`src/rtl/otter_ctrl_pkg.sv`:
```
// Shared types and constants for the Otter pipeline flow controller.
package otter_ctrl_pkg;

  typedef enum logic [1:0] {
    RUN    = 2'd0,
    SQUASH = 2'd1,
    FREEZE = 2'd2
  } flow_state_t;

  localparam logic [2:0] PC_SEQ    = 3'd0;
  localparam logic [2:0] PC_JALR   = 3'd1;
  localparam logic [2:0] PC_BRANCH = 3'd2;
  localparam logic [2:0] PC_JAL    = 3'd3;

  // Only RUN and SQUASH are meaningful as a remembered pre-freeze state.
  function automatic logic is_squash(input flow_state_t s);
    return (s == SQUASH);
  endfunction

endpackage

```
`src/rtl/otter_perf_cnt.sv`:
```
// Free-running wrapping event counter with synchronous clear.
module otter_perf_cnt
  import otter_ctrl_pkg::*;
#(
  parameter int CNT_W = 32
) (
  input  logic             clk,
  input  logic             rst,
  input  logic             clr,
  input  logic             inc,
  output logic [CNT_W-1:0] count
);

  logic [CNT_W-1:0] count_q;
  logic [CNT_W-1:0] count_d;

  // Clear beats a same-cycle increment; the add wraps naturally.
  always_comb begin
    count_d = count_q;
    if (clr) begin
      count_d = '0;
    end else if (inc) begin
      count_d = count_q + {{(CNT_W-1){1'b0}}, 1'b1};
    end
  end

  always_ff @(posedge clk) begin
    if (rst) begin
      count_q <= '0;
    end else begin
      count_q <= count_d;
    end
  end

  assign count = count_q;

endmodule

```
`src/rtl/otter_flow_ctrl.sv`:
```
// Pipeline flow controller: PC select, stage enables, flushes, squash flag
// and redirect/stall performance counters for the pipelined Otter core.
module otter_flow_ctrl
  import otter_ctrl_pkg::*;
#(
  parameter int CNT_W = 32
) (
  input  logic             CLK,
  input  logic             RST,
  input  logic [2:0]       pc_source_EX,
  input  logic             ld_use_ID,
  input  logic             mem_busy,
  input  logic             cnt_clr,
  output logic [2:0]       pc_sel,
  output logic             pc_write,
  output logic             if_id_write,
  output logic             id_ex_write,
  output logic             flush_IF_ID,
  output logic             flush_ID_EX,
  output logic             squash_EX,
  output logic [CNT_W-1:0] redirect_cnt,
  output logic [CNT_W-1:0] stall_cnt
);

  flow_state_t state_q, state_d;
  flow_state_t saved_q, saved_d;
  flow_state_t eff_state;
  logic        squash_q, squash_d;
  logic        redirect_ok;

  // When frozen, the cycle in which mem_busy drops already behaves as the
  // remembered state, so a held-off redirect is taken with no extra delay.
  always_comb begin
    eff_state   = (state_q == FREEZE) ? saved_q : state_q;
    redirect_ok = !RST && !mem_busy && (eff_state == RUN) &&
                  (pc_source_EX != PC_SEQ);
  end

  always_comb begin
    state_d     = state_q;
    saved_d     = saved_q;
    pc_sel      = PC_SEQ;
    pc_write    = 1'b1;
    if_id_write = 1'b1;
    id_ex_write = 1'b1;
    flush_IF_ID = 1'b0;
    flush_ID_EX = 1'b0;

    if (RST) begin
      pc_write    = 1'b0;
      if_id_write = 1'b0;
      id_ex_write = 1'b0;
      flush_IF_ID = 1'b1;
      flush_ID_EX = 1'b1;
      state_d     = RUN;
      saved_d     = RUN;
    end else if (mem_busy) begin
      pc_write    = 1'b0;
      if_id_write = 1'b0;
      id_ex_write = 1'b0;
      state_d     = FREEZE;
      saved_d     = eff_state;
    end else if (redirect_ok) begin
      pc_sel      = pc_source_EX;
      flush_IF_ID = 1'b1;
      flush_ID_EX = 1'b1;
      state_d     = SQUASH;
    end else begin
      if (ld_use_ID) begin
        pc_write    = 1'b0;
        if_id_write = 1'b0;
        flush_ID_EX = 1'b1;
      end
      state_d = RUN;
    end
  end

  // The squash flag tracks the EX slot, which freezing leaves untouched.
  always_comb begin
    squash_d = is_squash(state_d) ||
               ((state_d == FREEZE) && is_squash(saved_d));
  end

  always_ff @(posedge CLK) begin
    if (RST) begin
      state_q  <= RUN;
      saved_q  <= RUN;
      squash_q <= 1'b0;
    end else begin
      state_q  <= state_d;
      saved_q  <= saved_d;
      squash_q <= squash_d;
    end
  end

  assign squash_EX = squash_q;

  otter_perf_cnt #(.CNT_W(CNT_W)) u_redirect_cnt (
    .clk   (CLK),
    .rst   (RST),
    .clr   (cnt_clr),
    .inc   (redirect_ok),
    .count (redirect_cnt)
  );

  otter_perf_cnt #(.CNT_W(CNT_W)) u_stall_cnt (
    .clk   (CLK),
    .rst   (RST),
    .clr   (cnt_clr),
    .inc   (!RST && !pc_write),
    .count (stall_cnt)
  );

endmodule

```
`config.mk`:
```
export PLATFORM = sky130hd
export DESIGN_NAME = otter_flow_ctrl
export DESIGN_NICKNAME = d
export VERILOG_FILES = /design/src/rtl/otter_ctrl_pkg.sv /design/src/rtl/otter_perf_cnt.sv /design/src/rtl/otter_flow_ctrl.sv
export SDC_FILE = /design/constraint.sdc
export NUM_CORES = 1
export LEC_CHECK = 0
export ABC_AREA = 0
export ABC_CLOCK_PERIOD_IN_PS = 3800
export CAP_MARGIN = 15
export CORE_MARGIN = 3
export CORE_UTILIZATION = 41
export CTS_BUF_LIST = sky130_fd_sc_hd__clkbuf_16
export CTS_CLUSTER_DIAMETER = 50
export DETAILED_ROUTE_END_ITERATION = 16
export PLACE_DENSITY = 0.65
export SKIP_LAST_GASP = 1
export SLEW_MARGIN = 20
export SYNTH_ARGS = -nofsm -noshare
export SYNTH_HDL_FRONTEND = slang
export SYNTH_SLANG_ARGS = --single-unit
```
`constraint.sdc`:
```
create_clock -name CLK -period 3.8 [get_ports CLK]
set_input_delay 1.14 -clock CLK [delete_from_list [all_inputs] [get_ports CLK]]
set_output_delay 1.14 -clock CLK [all_outputs]
set_load 0.01 [all_outputs]
```
Word-level counts from Yosys, hierarchy flattened

Index checks and enable logic that the tools add are counted.
W data, S select, Z words.

Register bits after elaboration: 69

$add $sub $neg: 2
Equality and inequality tests: 4
Mux-type cells: 22
Reduce and logical (&&, ||, !) cells: 12

Operators by type and width:

| operator                | count |
|---|---|
| $add A32 B1 Y32 const B | 2 |
| $mux W1                 | 14 |
| $mux W2                 | 5 |
| $mux W3                 | 3 |
| $logic_and A1 B1 Y1     | 5 |
| $eq A2 B1 Y1 const B    | 2 |
| $eq A2 B2 Y1 const B    | 2 |
| $logic_not A1 Y1        | 3 |
| $reduce_bool A3 Y1      | 1 |
| $logic_not A2 Y1        | 1 |
| $reduce_or A2 Y1        | 1 |
| $logic_or A1 B1 Y1      | 1 |

Logic depth before layout (Yosys ltp)

Gate-level depths: netlist of the first run.

Depth in word-level cells: 11
Gate-level depth with buffers: 8
Gate-level depth less buffers: 6

Hierarchy

From an unflattened synthesis of the first run, not the netlist that was laid out.

Cells, all modules: 382
Area total of the unflattened synthesis: 3395.8 µm²

Modules (own cells, without submodules):

| module          | instances | cells each | area an instance (µm²) | seq. area each (µm²) |
|---|---|---|---|---|
| otter_perf_cnt  | 2         | 173        | 1560.2                 | 640.6 |
| otter_flow_ctrl | 1         | 36         | 275.3                  | 100.1 |

Worst setup path before layout of the first run

Ideal clock, no wire load.

Path type: input-to-output
Start: input pc_source_EX[2]
End: output flush_ID_EX
Arrival: 2.136 ns
Data required time: 2.660 ns
Path slack: 0.524 ns
Stages on the path: 4
Path through: or3_4 a31oi_4 inv_1 o21a_1

Cells in the longest elaborated chain, start to end: 5

RTL lines:

| what                | RTL line              | RTL |
|---|---|---|
| from (decl)         | otter_flow_ctrl.sv:10 | `input logic [2:0] pc_source_EX,` |
| $reduce_bool A3 Y1  | otter_flow_ctrl.sv:36 | `(pc_source_EX != PC_SEQ);` |
| $logic_and A1 B1 Y1 | otter_flow_ctrl.sv:35 | `redirect_ok = !RST && !mem_busy && (eff_state == RUN) &&` |
| $mux W1             | otter_flow_ctrl.sv:63 | `end else if (redirect_ok) begin` |
| $mux W1             | otter_flow_ctrl.sv:57 | `end else if (mem_busy) begin` |
| $mux W1             | otter_flow_ctrl.sv:49 | `if (RST) begin` |
| to (decl)           | otter_flow_ctrl.sv:19 | `output logic flush_ID_EX,` |

Every way passes these cells.

Worst setup path in the final report of the first run

Start: input RST
End: output pc_sel[1]

Cells in the longest elaborated chain, start to end: 7

RTL lines:

| what                             | RTL line              | RTL |
|---|---|---|
| from (decl)                      | otter_flow_ctrl.sv:9  | `input logic RST,` |
| $logic_not A1 Y1                 | otter_flow_ctrl.sv:35 |  |
| $logic_and A1 B1 Y1 (3 in a row) | otter_flow_ctrl.sv:35 |  |
| $mux W3                          | otter_flow_ctrl.sv:63 |  |
| $mux W3                          | otter_flow_ctrl.sv:57 |  |
| $mux W3 *                        | otter_flow_ctrl.sv:49 |  |
| to (decl)                        | otter_flow_ctrl.sv:14 | `output logic [2:0] pc_sel,` |

Mark *: on every way between the ends. The rest lies on a longest branch, timed or not.

==> results of run 1 <==
[worst max-delay path: cells and delay by family]
family | cells | cell delay, ps
buffers and inverters | 3 | 1130
AND/OR/NAND/NOR | 2 | 350
[path summary, 6_finish.rpt]
path                                            to                                  from  cells after the start  slack [ps]
max reg2reg  u_redirect_cnt.count[31]$_SDFFE_PP0P_  u_redirect_cnt.count[4]$_SDFFE_PP0P_                      5        1400
max                                      pc_sel[1]                                   RST                      5          40
min reg2reg     u_stall_cnt.count[31]$_SDFFE_PP0P_    u_stall_cnt.count[31]$_SDFFE_PP0P_                      2         470
min             u_stall_cnt.count[31]$_SDFFE_PP0P_    u_stall_cnt.count[31]$_SDFFE_PP0P_                      2         470
[logic make-up after synthesis]
| logic type | after synthesis |
|---|---|
| simple gates | 191 |
| compound gates | 43 |
| flops | 69 |
| fa+ha+maj | 2 |
| mux | 1 |
| buf+inv | 26 |
| xor+xnor | 47 |
[cell type report]
class                           instances  area share [%]
Clock buffer                            9           4.977
Clock inverter                          5          0.4977
Inverter                               11          0.9124
Multi-Input combinational cell        284           39.01
Sequential cell                        69           30.52
Tap cell                               99           2.737
Timing Repair Buffer                   99           21.34
[synthesized netlist by cell type, types with 2 or more instances]
| library cell | number | area, sq um |
|---|---|---|
| buf_2 | 5 | 25.02 |
| and3_1 | 6 | 37.54 |
| nor3_1 | 8 | 40.04 |
| nor3_2 | 2 | 20.02 |
| or4_1 | 5 | 37.54 |
| xnor2_1 | 8 | 70.07 |
| and2_1 | 2 | 12.51 |
| nor4_1 | 2 | 12.51 |
| nor2_1 | 60 | 225.2 |
| nand3_1 | 24 | 120.1 |
| xor2_1 | 39 | 341.6 |
| buf_4 | 2 | 15.01 |
| o21ai_0 | 11 | 55.05 |
| nand4_1 | 32 | 200.2 |
| o31ai_1 | 5 | 37.54 |
| and4_1 | 3 | 26.28 |
| a21oi_1 | 18 | 90.09 |
| ha_1 | 2 | 25.02 |
| dfxtp_1 | 69 | 1381 |
| nand2b_1 | 3 | 18.77 |
| nand4_2 | 2 | 25.02 |
| inv_1 | 10 | 37.54 |
| nand2_1 | 20 | 75.07 |
| o21a_1 | 2 | 15.01 |
| or3_1 | 11 | 68.82 |
| clkbuf_1 | 7 | 26.28 |
[report_power, final]
group	leakage, uW	total [uW]	internal [uW]	switching [uW]
clock	0.000133	707	425	282
sequential	0.000557	733	728	4.97
combinational	0.000876	89.7	42.3	47.4
total	0.00157	1530	1200	334
[repair_timing]
action,in CTS,in global routing
pin swaps,1,2
endpoints found under the setup margin,7,3
gates resized for setup,6,3
setup buffers,1,0
[cell usage in the layout (no fill, tap or decap), types with 2 or more instances in the layout]
cell type	Yosys	final
nand2b_1	3	3
nand4_2	2	2
a21oi_1	18	18
buf_12	0	2
o31ai_1	5	5
clkdlybuf4s15_1	0	2
inv_1	10	12
dfxtp_1	69	69
and4_1	3	3
nor4_1	2	2
nand3_1	24	24
o21a_1	2	2
nand4_1	32	32
clkbuf_16	0	9
o21ai_0	11	11
clkinv_2	0	3
nor3_1	8	8
or4_1	5	5
ha_1	2	2
and3_1	6	6
and2_1	2	2
xor2_1	39	39
nand2_1	20	20
nor2_1	60	60
buf_4	2	17
nor3_2	2	2
xnor2_1	8	8
clkdlybuf4s50_1	0	73
or3_1	11	11
dlygate4sd2_1	0	4
[stage by stage]
stage | std cells | utilization, %
detailed placement | 561 | 57.08
floorplan | 379 | -
finish | 576 | 60.45
global placement | 561 | 57.08
CTS | 576 | 60.39
global route | 576 | 60.45
[layer usage]
layer | vias to the layer above | part of all wire, %
met5 | - | 0
li1 | 1529 | -
met4 | 0 | 0.63
met1 | 1442 | 47
met2 | 73 | 47
met3 | 4 | 4.8
[state kept, by name, indices dropped and copies added (netlist names)]
signal	flops
u_redirect_cnt.count	32
state_q	2
squash_EX	1
u_stall_cnt.count	32
saved_q	2
==> out/qor.yml, run 1 <==
status:
  status: "finished, final reports clean"
worst_setup_path:
  critPathKind: "primary input to primary output"
  start_kind: "primary input"
  crit_path_end_kind: "primary output"
  crit_arrival_ps: 2620
  crit_top_cell: "clkdlybuf4s50_1"
  cp_max_fo: 4
  required_ps: 2660
  slowest_stage: "clkdlybuf4s50_1"
  cpPeakStageDelay_ps: 530
  crit_chain: "clkdlybuf4s50_1 > nor3_4 > buf_4 > and3_1 > clkdlybuf4s50_1"
routing:
  vias: 3048
  drt_iter0_drc: 138
  drc: 0
  ant_nets: 0
  drt-vias-per-instance: 5.292
  first_pass_iters: 4
  wl_mm: 8.393
  drt-wirelength-per-cell_um: 14.57
clock_network:
  clk_latency_ps: 320
  cts_made_buffers: 9
  holdBufCountCts: 0
  h-tree-depth: 3
  cts-root-buf: "clkbuf_16"
  cts_buffer_depth: 2
  cts.clk_slew.worst_paths_ps: 50
  clock-sinks: 69
  cts_tree: "built"
global_routing:
  grt_util_met3_pct: 6.235
  met2_usage_pct: 29.50
  grt_overflow: 0
  track_usage_pct: 19.33
  grt_pass1_wl_mm: 13.89
  grt_max_degree: 29
  grt_antenna_before_repair: 0
  top_usage_layer: "met2"
  met1_usage_pct: 26.03
  first_global_vias: 2911
die:
  pin_count: 81
  rows: 31
  die-area_sq_um: 9053
  die_x_um: 95.15
  core_sq_um: 7486
  start_util_pct: 43.52
  die-height_um: 95.15
timing:
  finalSetupViolations: 0
  fmax_mhz: 265.8
  finalHoldViolCount: 0
  period_share_pct: 99.02
  slew_viol_final: 0
  max_slew.worst_pin.slew_ps: 735.4
  fin_skew_ps: 7.219
  rsz0062_at_grt: "true"
  setup_ws_ps: 37.26
  max-slew-margin-rel_pct: 50.71
  tns_ps: 0
  finalCriticalPeriod_ps: 3763
  hold_ws_ps: 474.3
synthesis:
  syn_area_sq_um: 3258
  syn_area_per_cell_sq_um: 8.597
  synth_edf_count: 0
  synth_async_sr_flop_share_pct: 0
  synth-simple-area-share_pct: 32.41
  synth_cell_types: 47
  synth_top_family_by_area: "simple AND/OR/NAND/NOR gates"
  yosys_warnings: 0
  ys_ff_latch: 69
  synth_xor_area_share_pct: 12.63
  synth_nets: 389
  netlist_instances: 379
  seq_area_frac_synth_pct: 42.40
  synth_adder_area_share_pct: 0.7680
  synthMuxAreaShare_pct: 0.3072
  synth_top_flop_cell: "dfxtp_1"
  synth_compound_area_share_pct: 8.065
run:
  maxCapViolCount: 0
final_layout:
  areaGrowthSynthToFinish_pct: 38.90
  layout-drive-gt1-share_pct: 9.644
  finish.instance_area_sq_um: 4526
  multiInputGateArea_sq_um: 1765
  fillers: 659
  nets: 484
  antennaDiodeCount: 0
  seq_area_sq_um: 1381
place:
  place_area_sq_um: 4273
  post-place-ws_ps: -223.2
  gp_congestion: 0.7945
  dp_hpwl_mm: 5.932
  portBuffers: 80
power:
  power_density_nw_per_um2: 338.0
  p_leak_uw: 0.001566
  finalPower_uw: 1530
  peakVddDrop_mv: 0.1993
min_path:
  hold_path_class: "register to register"
Note: power is estimated with default switching activity, not from simulation.
==> inputs of run 2 (changes only) <==
- CORE_UTILIZATION: 41 -> 53
- PLACE_DENSITY: 0.65 -> 0.82
==> out/qor.yml, run 2 (synthesized netlist as in run 1, its figures left out) <==
status:
  status: "finished, final reports clean"
global_routing:
  track_usage_pct: 25.37  # +6.0 points
  grt_pass1_wl_mm: 14.92  # +7.4%
  grt_max_degree: 44  # +52%
  first_global_vias: 3079  # +5.8%
  met1_usage_pct: 32.40  # +6.4 points
  top_usage_layer: "met2"
  met2_usage_pct: 42.61  # +13 points
  grt_antenna_before_repair: 0  # unchanged
  grt_overflow: 0  # unchanged
  grt_util_met3_pct: 5.594  # -0.64 points
worst_setup_path:
  cpPeakStageDelay_ps: 420  # -110 ps
  reg2reg_slack_ps: 1290  # -110 ps
  start_kind: "primary input"
  critPathKind: "primary input to primary output"
  slowest_stage: "clkdlybuf4s50_1"
  cp.depth: 6  # +1
  ff2ff_path_depth: 5  # unchanged
  required_ps: 2660  # about the same
  crit_buf_inv: 4  # +1
  cp_max_fo: 2  # -2
  r2r_start: "u_redirect_cnt.count[4]$_SDFFE_PP0P_"
  crit_arrival_ps: 2600  # -20 ps
  cp_top_family: "buffers and inverters"
  r2r-end: "u_redirect_cnt.count[31]$_SDFFE_PP0P_"
  crit_path_end_kind: "primary output"
  crit_chain: "clkdlybuf4s50_1 > or3_4 > a31oi_4 > inv_2 > buf_4 > dlygate4sd2_1"
clock_network:
  cts_tree: "built"
  cts.clk_slew.worst_paths_ps: 50  # about the same
  holdBufCountCts: 0  # unchanged
  clk_latency_ps: 330  # about the same
  h-tree-depth: 3  # unchanged
  cts_buffer_depth: 2  # unchanged
  cts_made_buffers: 9  # unchanged
  clock-sinks: 69  # unchanged
  cts-root-buf: "clkbuf_16"
routing:
  first_pass_iters: 6  # +2
  drt_iter0_drc: 175  # +27%
  ant_nets: 0  # unchanged
  drc: 0  # unchanged
  drt-wirelength-per-cell_um: 16.18  # +11%
  drt-vias-per-instance: 5.768  # +9.0%
  vias: 3161  # +3.7%
  wl_mm: 8.865  # +5.6%
timing:
  finalCriticalPeriod_ps: 3743  # -19.27 ps
  period_share_pct: 98.51  # -0.51 points
  fin_skew_ps: 7.109  # -0.1102 ps
  slew_viol_final: 0  # unchanged
  max-slew-margin-rel_pct: 49.75  # -0.95 points
  finalHoldViolCount: 0  # unchanged
  rsz0062_at_grt: "false"
  hold_ws_ps: 483.8  # +9.544 ps
  setup_ws_ps: 56.53  # +19.27 ps
  fmax_mhz: 267.1  # +0.51%
  finalSetupViolations: 0  # unchanged
  max_slew.worst_pin.slew_ps: 749.6  # +14.24 ps
die:
  rows: 27  # -13%
  pin_count: 81  # unchanged
  core_sq_um: 5709  # -24%
  die_x_um: 84.41  # -11%
  start_util_pct: 57.07  # +14 points
  die-height_um: 84.41  # -11%
  die-area_sq_um: 7124  # -21%
place:
  dp_hpwl_mm: 5.983  # +0.86%
  gp_congestion: 0.8029  # +1.1%
  post-place-ws_ps: -215.8  # +7.388 ps
  portBuffers: 80  # unchanged
  placedCellCount: 531  # -5.3%
min_path:
  hold_path_class: "register to register"
  whs_path_depth: 2  # unchanged
  holdPathEnd: "u_stall_cnt.count[31]$_SDFFE_PP0P_"
  hold_path_startpoint: "u_stall_cnt.count[31]$_SDFFE_PP0P_"
final_layout:
  final_util_pct: 78.83  # +18 points
  final_cells: 548  # -4.9%
  antennaDiodeCount: 0  # unchanged
  fillers: 393  # -40%
  areaGrowthSynthToFinish_pct: 38.13
  layout_commonest_cell: "clkdlybuf4s50_1"
  nets: 482  # -0.41%
  layout-drive-gt1-share_pct: 9.034  # -0.61 points
  final_cell_mix: "clkdlybuf4s50_1 (72), dfxtp_1 (69), nor2_1 (60)"
power:
  peakVddDrop_mv: 0.3181  # +60%
  p_leak_uw: 0.001571  # +0.33%
  power_density_nw_per_um2: 356.5  # +5.5%
run:
  maxCapViolCount: 0  # unchanged
==> run 2: changes by cell type in the layout (fill, tap and decap cells not counted), moves of 2 or more <==
cell,delta
clkinv_2,-3
buf_4,-2
clkinv_1,+2
dlygate4sd2_1,+2
==> run 2: area by class of cell <==
class	instances	area (sq um)	area share, %
tap	72	90.09	2.002
sequential	69	1381	30.69
timing repair buffer	97	948.4	21.07
clock inverter	6	48.80	1.084
inverter	11	41.29	0.9174
clock buffer	9	225.2	5.004
multi-input combinational	284	1765	39.23
==> run 2: metal layers <==
metal,vias up,routed length (um)
met5,-,0
met4,0,183
met3,19,454
met2,121,4364
met1,1490,3863
li1,1531,-
==> run 2: per-stage QoR <==
step / area, sq um / total power (uW) / TNS, ps
finish: 4501 / 1604 / 0
global route: 4501 / 1650 / 0
CTS: 4489 / 1608 / -16.32
detailed placement: 4217 / 837.8 / -1013
global placement: 4217 / 835.9 / -865.5
floorplan: 3258 / 792.7 / 0
==> run 2: power by group <==
part	switching, uW	internal (uW)	total [uW]	leakage [uW]
Combinational	48.2	40.9	89.1	0.000870
Sequential	5.26	728	734	0.000557
Clock	290	492	782	0.000144
==> run 2: worst max-delay path by stage <==
| stage | start | end | slack [ps] |
|---|---|---|---|
| detailed placement | pc_source_EX[2] | flush_ID_EX | -220 |
| finish | pc_source_EX[0] | flush_IF_ID | 60 |
| CTS | pc_source_EX[2] | flush_ID_EX | -20 |
| floorplan | pc_source_EX[2] | flush_ID_EX | 520 |
| global placement | pc_source_EX[2] | flush_ID_EX | -190 |
| global route | pc_source_EX[0] | flush_IF_ID | 20 |
==> run 2: worst reg2reg max path, cell delays in order, from the launching register on <==
cell and delay (ps):
dfxtp_1 440, nand4_1 280, nor3_2 710, nand3_1 390
or4_1 490, a21oi_1 140
==> run 2: what timing repair did <==
item	CTS	global route
endpoints found under the hold margin	0	0
endpoints found under the setup margin	7	2
setup buffers	1	1
resized for setup	7	3
pin swaps	1	2
==> inputs of run 3 (changes only) <==
- ABC_AREA: 0 -> 1
- CORE_UTILIZATION: 53 -> 57
- PLACE_DENSITY: 0.82 -> 0.83
==> out/qor.yml, run 3 <==
status:
  status: "finished, final reports clean"
synthesis:
  synth_top_flop_cell: "dfxtp_1"
  synth_top_area_cell: "dfxtp_1"
  synth_most_common_cell: "nand2_1"
  netlist_instances: 698  # +84%
  ys_ff_latch: 69  # unchanged
  syn_area_per_cell_sq_um: 6.114  # -29%
  synth_cell_types: 37  # -21%
  seq_area_frac_synth_pct: 32.37  # -10 points
  synth_edf_count: 0  # unchanged
  yosysTopAreaCellShare_pct: 32.37  # -10 points
  syn_area_sq_um: 4268  # +31%
  synth_nets: 708  # +82%
  synth_area_leaders: "dfxtp_1 (32%), nand2_1 (21%), nor2_1 (11%), inv_1 (5.8%), nand3_1 (4.8%)"
  yosys_warnings: 0  # unchanged
  synth_async_sr_flop_share_pct: 0  # unchanged
  synth_common_cells: "nand2_1 (241), nor2_1 (129), dfxtp_1 (69)"
final_layout:
  fillers: 534  # +36%
  final_cell_mix: "nand2_1 (241), nor2_1 (128), clkdlybuf4s50_1 (72)"
  nets: 793  # +65%
  areaGrowthSynthToFinish_pct: 28.09
  final_cells: 884  # +61%
  layout_commonest_cell: "nand2_1"
  antennaDiodeCount: 0  # unchanged
  final_util_pct: 77.88  # -0.95 points
  layout-drive-gt1-share_pct: 7.487  # -1.5 points
die:
  die-area_sq_um: 8562  # +20%
  core_sq_um: 7019  # +23%
  die_x_um: 92.53  # +9.6%
  start_util_pct: 60.80  # +3.7 points
  pin_count: 81  # unchanged
  die-height_um: 92.53  # +9.6%
  rows: 30  # +11%
timing:
  rsz0062_at_grt: "false"
  period_share_pct: 96.87  # -1.6 points
  finalHoldViolCount: 0  # unchanged
  max_slew.worst_pin.slew_ps: 668.7  # -80.95 ps
  tns_ps: 0  # unchanged
  finalCriticalPeriod_ps: 3681  # -62.42 ps
  slew_viol_final: 0  # unchanged
  fin_skew_ps: 4.385  # -2.724 ps
  max-slew-margin-rel_pct: 55.08  # +5.3 points
  fmax_mhz: 271.7  # +1.7%
  finalSetupViolations: 0  # unchanged
worst_setup_path:
  crit_arrival_ps: 2540  # -60 ps
  ff2ff_path_depth: 9  # +4
  cp_max_fo: 6  # +4
  start_kind: "primary input"
  required_ps: 2660  # about the same
  crit_path_end_kind: "primary output"
  reg2reg_slack_ps: 1880  # +590 ps
  r2r-end: "u_stall_cnt.count[22]$_SDFFE_PP0P_"
  r2r_start: "u_stall_cnt.count[0]$_SDFFE_PP0P_"
  crit_start: "mem_busy"
  worstSetupEndpoint: "flush_ID_EX"
  critPathKind: "primary input to primary output"
min_path:
  hold_path_class: "register to register"
  whs_path_depth: 2  # unchanged
place:
  gp_congestion: 0.9806  # +22%
  placedCellCount: 868  # +63%
  dp_hpwl_mm: 8.683  # +45%
  portBuffers: 80  # unchanged
routing:
  vias: 4732  # +50%
  first_pass_iters: 6  # unchanged
  ant_nets: 0  # unchanged
  drt_iter0_drc: 401  # +130%
  drc: 0  # unchanged
  drt-wirelength-per-cell_um: 13.75  # -15%
  wl_mm: 12.16  # +37%
  drt-vias-per-instance: 5.353  # -7.2%
clock_network:
  cts_buffer_depth: 2  # unchanged
  h-tree-depth: 3  # unchanged
  post_cts_resize_count: 8  # +1
  cts_made_buffers: 9  # unchanged
  cts_tree: "built"
  clock-sinks: 69  # unchanged
  cts-root-buf: "clkbuf_16"
  cts.clk_slew.worst_paths_ps: 60  # about the same
  holdBufCountCts: 0  # unchanged
  post-cts-setup-buffer-count: 0  # -1
  clk_latency_ps: 330  # about the same
power:
  peakVddDrop_mv: 0.2658  # -16%
  p_int_uw: 1337  # +6.0%
  swShare_pct: 22.97  # +1.6 points
  seqPwrFrac_pct: 42.2  # -3.5 points
  p_comb_share_pct: 6.2  # +0.6 points
  p_switching_uw: 398.7  # +16%
  p_leak_uw: 0.001911  # +22%
  clkPwrFrac_pct: 51.6  # +2.9 points
  power_density_nw_per_um2: 317.5  # -11%
global_routing:
  grt_pass1_wl_mm: 20.47  # +37%
  grt_overflow: 0  # unchanged
  track_usage_pct: 29.19  # +3.8 points
  grt_max_degree: 28  # -36%
  first_global_vias: 4395  # +43%
  grt_antenna_before_repair: 0  # unchanged
run:
  maxCapViolCount: 0  # unchanged
[run 3: critical path, stage by stage]
cell             delay (ps)
clkdlybuf4s50_1         410
inv_2                    80
nand2_4                  60
nor2_4                  110
nand3_4                  80
buf_4                   170
nand2_1                  70
nor2_1                   50
nor2_1                   80
dlygate4sd2_1           270
[run 3: worst min path at each step]
stage,start,to,slack (ps)
3_3_place_gp,saved_q[0]$_SDFF_PP0_,saved_q[0]$_SDFF_PP0_,440
6_report,saved_q[0]$_SDFF_PP0_,saved_q[0]$_SDFF_PP0_,480
5_1_grt,u_redirect_cnt.count[12]$_SDFFE_PP0P_,u_redirect_cnt.count[12]$_SDFFE_PP0P_,520
3_5_place_dp,saved_q[0]$_SDFF_PP0_,saved_q[0]$_SDFF_PP0_,470
4_1_cts,saved_q[0]$_SDFF_PP0_,saved_q[0]$_SDFF_PP0_,480
2_1_floorplan,saved_q[0]$_SDFF_PP0_,saved_q[0]$_SDFF_PP0_,420
[run 3: cell type report]
cell class              instances  area, sq um  area share, %
clock inverters                 7        91.34          1.671
flip-flops and latches         69         1381          25.27
multi-input cells             544         2509          45.89
clock buffers                   9        225.2          4.120
inverters                      68        262.8          4.807
well taps                      96        120.1          2.197
repair buffers                 91        877.1          16.04
[run 3: cell families after synthesis]
kind of cell    count (synthesis)  synth area share (%)
compound gates                 68                 9.293
fa+ha+maj                       2                0.5862
xor+xnor                       12                 2.463
simple gates                  462                 46.38
flops                          69                 32.37
buf+inv                        85                 8.912
[run 3: metrics by stage]
| step | worst slack [ps] | total power (uW) | hold WS (ps) | area [sq um] |
|---|---|---|---|---|
| global route | 21.28 | 1780 | 521.3 | 5466 |
| global placement | -299.7 | 854.3 | 437.1 | 5154 |
| finish | 118.9 | 1736 | 476.7 | 5466 |
| detailed placement | -328.7 | 856.9 | 468.9 | 5154 |
| CTS | -135.4 | 1739 | 480.2 | 5464 |
| floorplan | 276.0 | 818.6 | 418.7 | 4268 |
[run 3: power groups by stage]
stage / registers (uW) / logic [uW] / clock network (uW)
3_3_place_gp: 748 / 107 / 0
6_report: 732 / 107 / 896
4_1_cts: 732 / 107 / 900
3_5_place_dp: 748 / 109 / 0
2_1_floorplan: 748 / 70.5 / 0
5_1_grt: 733 / 115 / 932
[run 3: metal layers]
metal  share of wire, %  vias to the layer above  GRT usage (%)
met1                 45                     2119          40.27
met3                9.4                       28          6.986
met4                1.7                        0          9.035
met5                  0                        -              0
met2                 44                      221          45.02
li1                   -                     2364              -
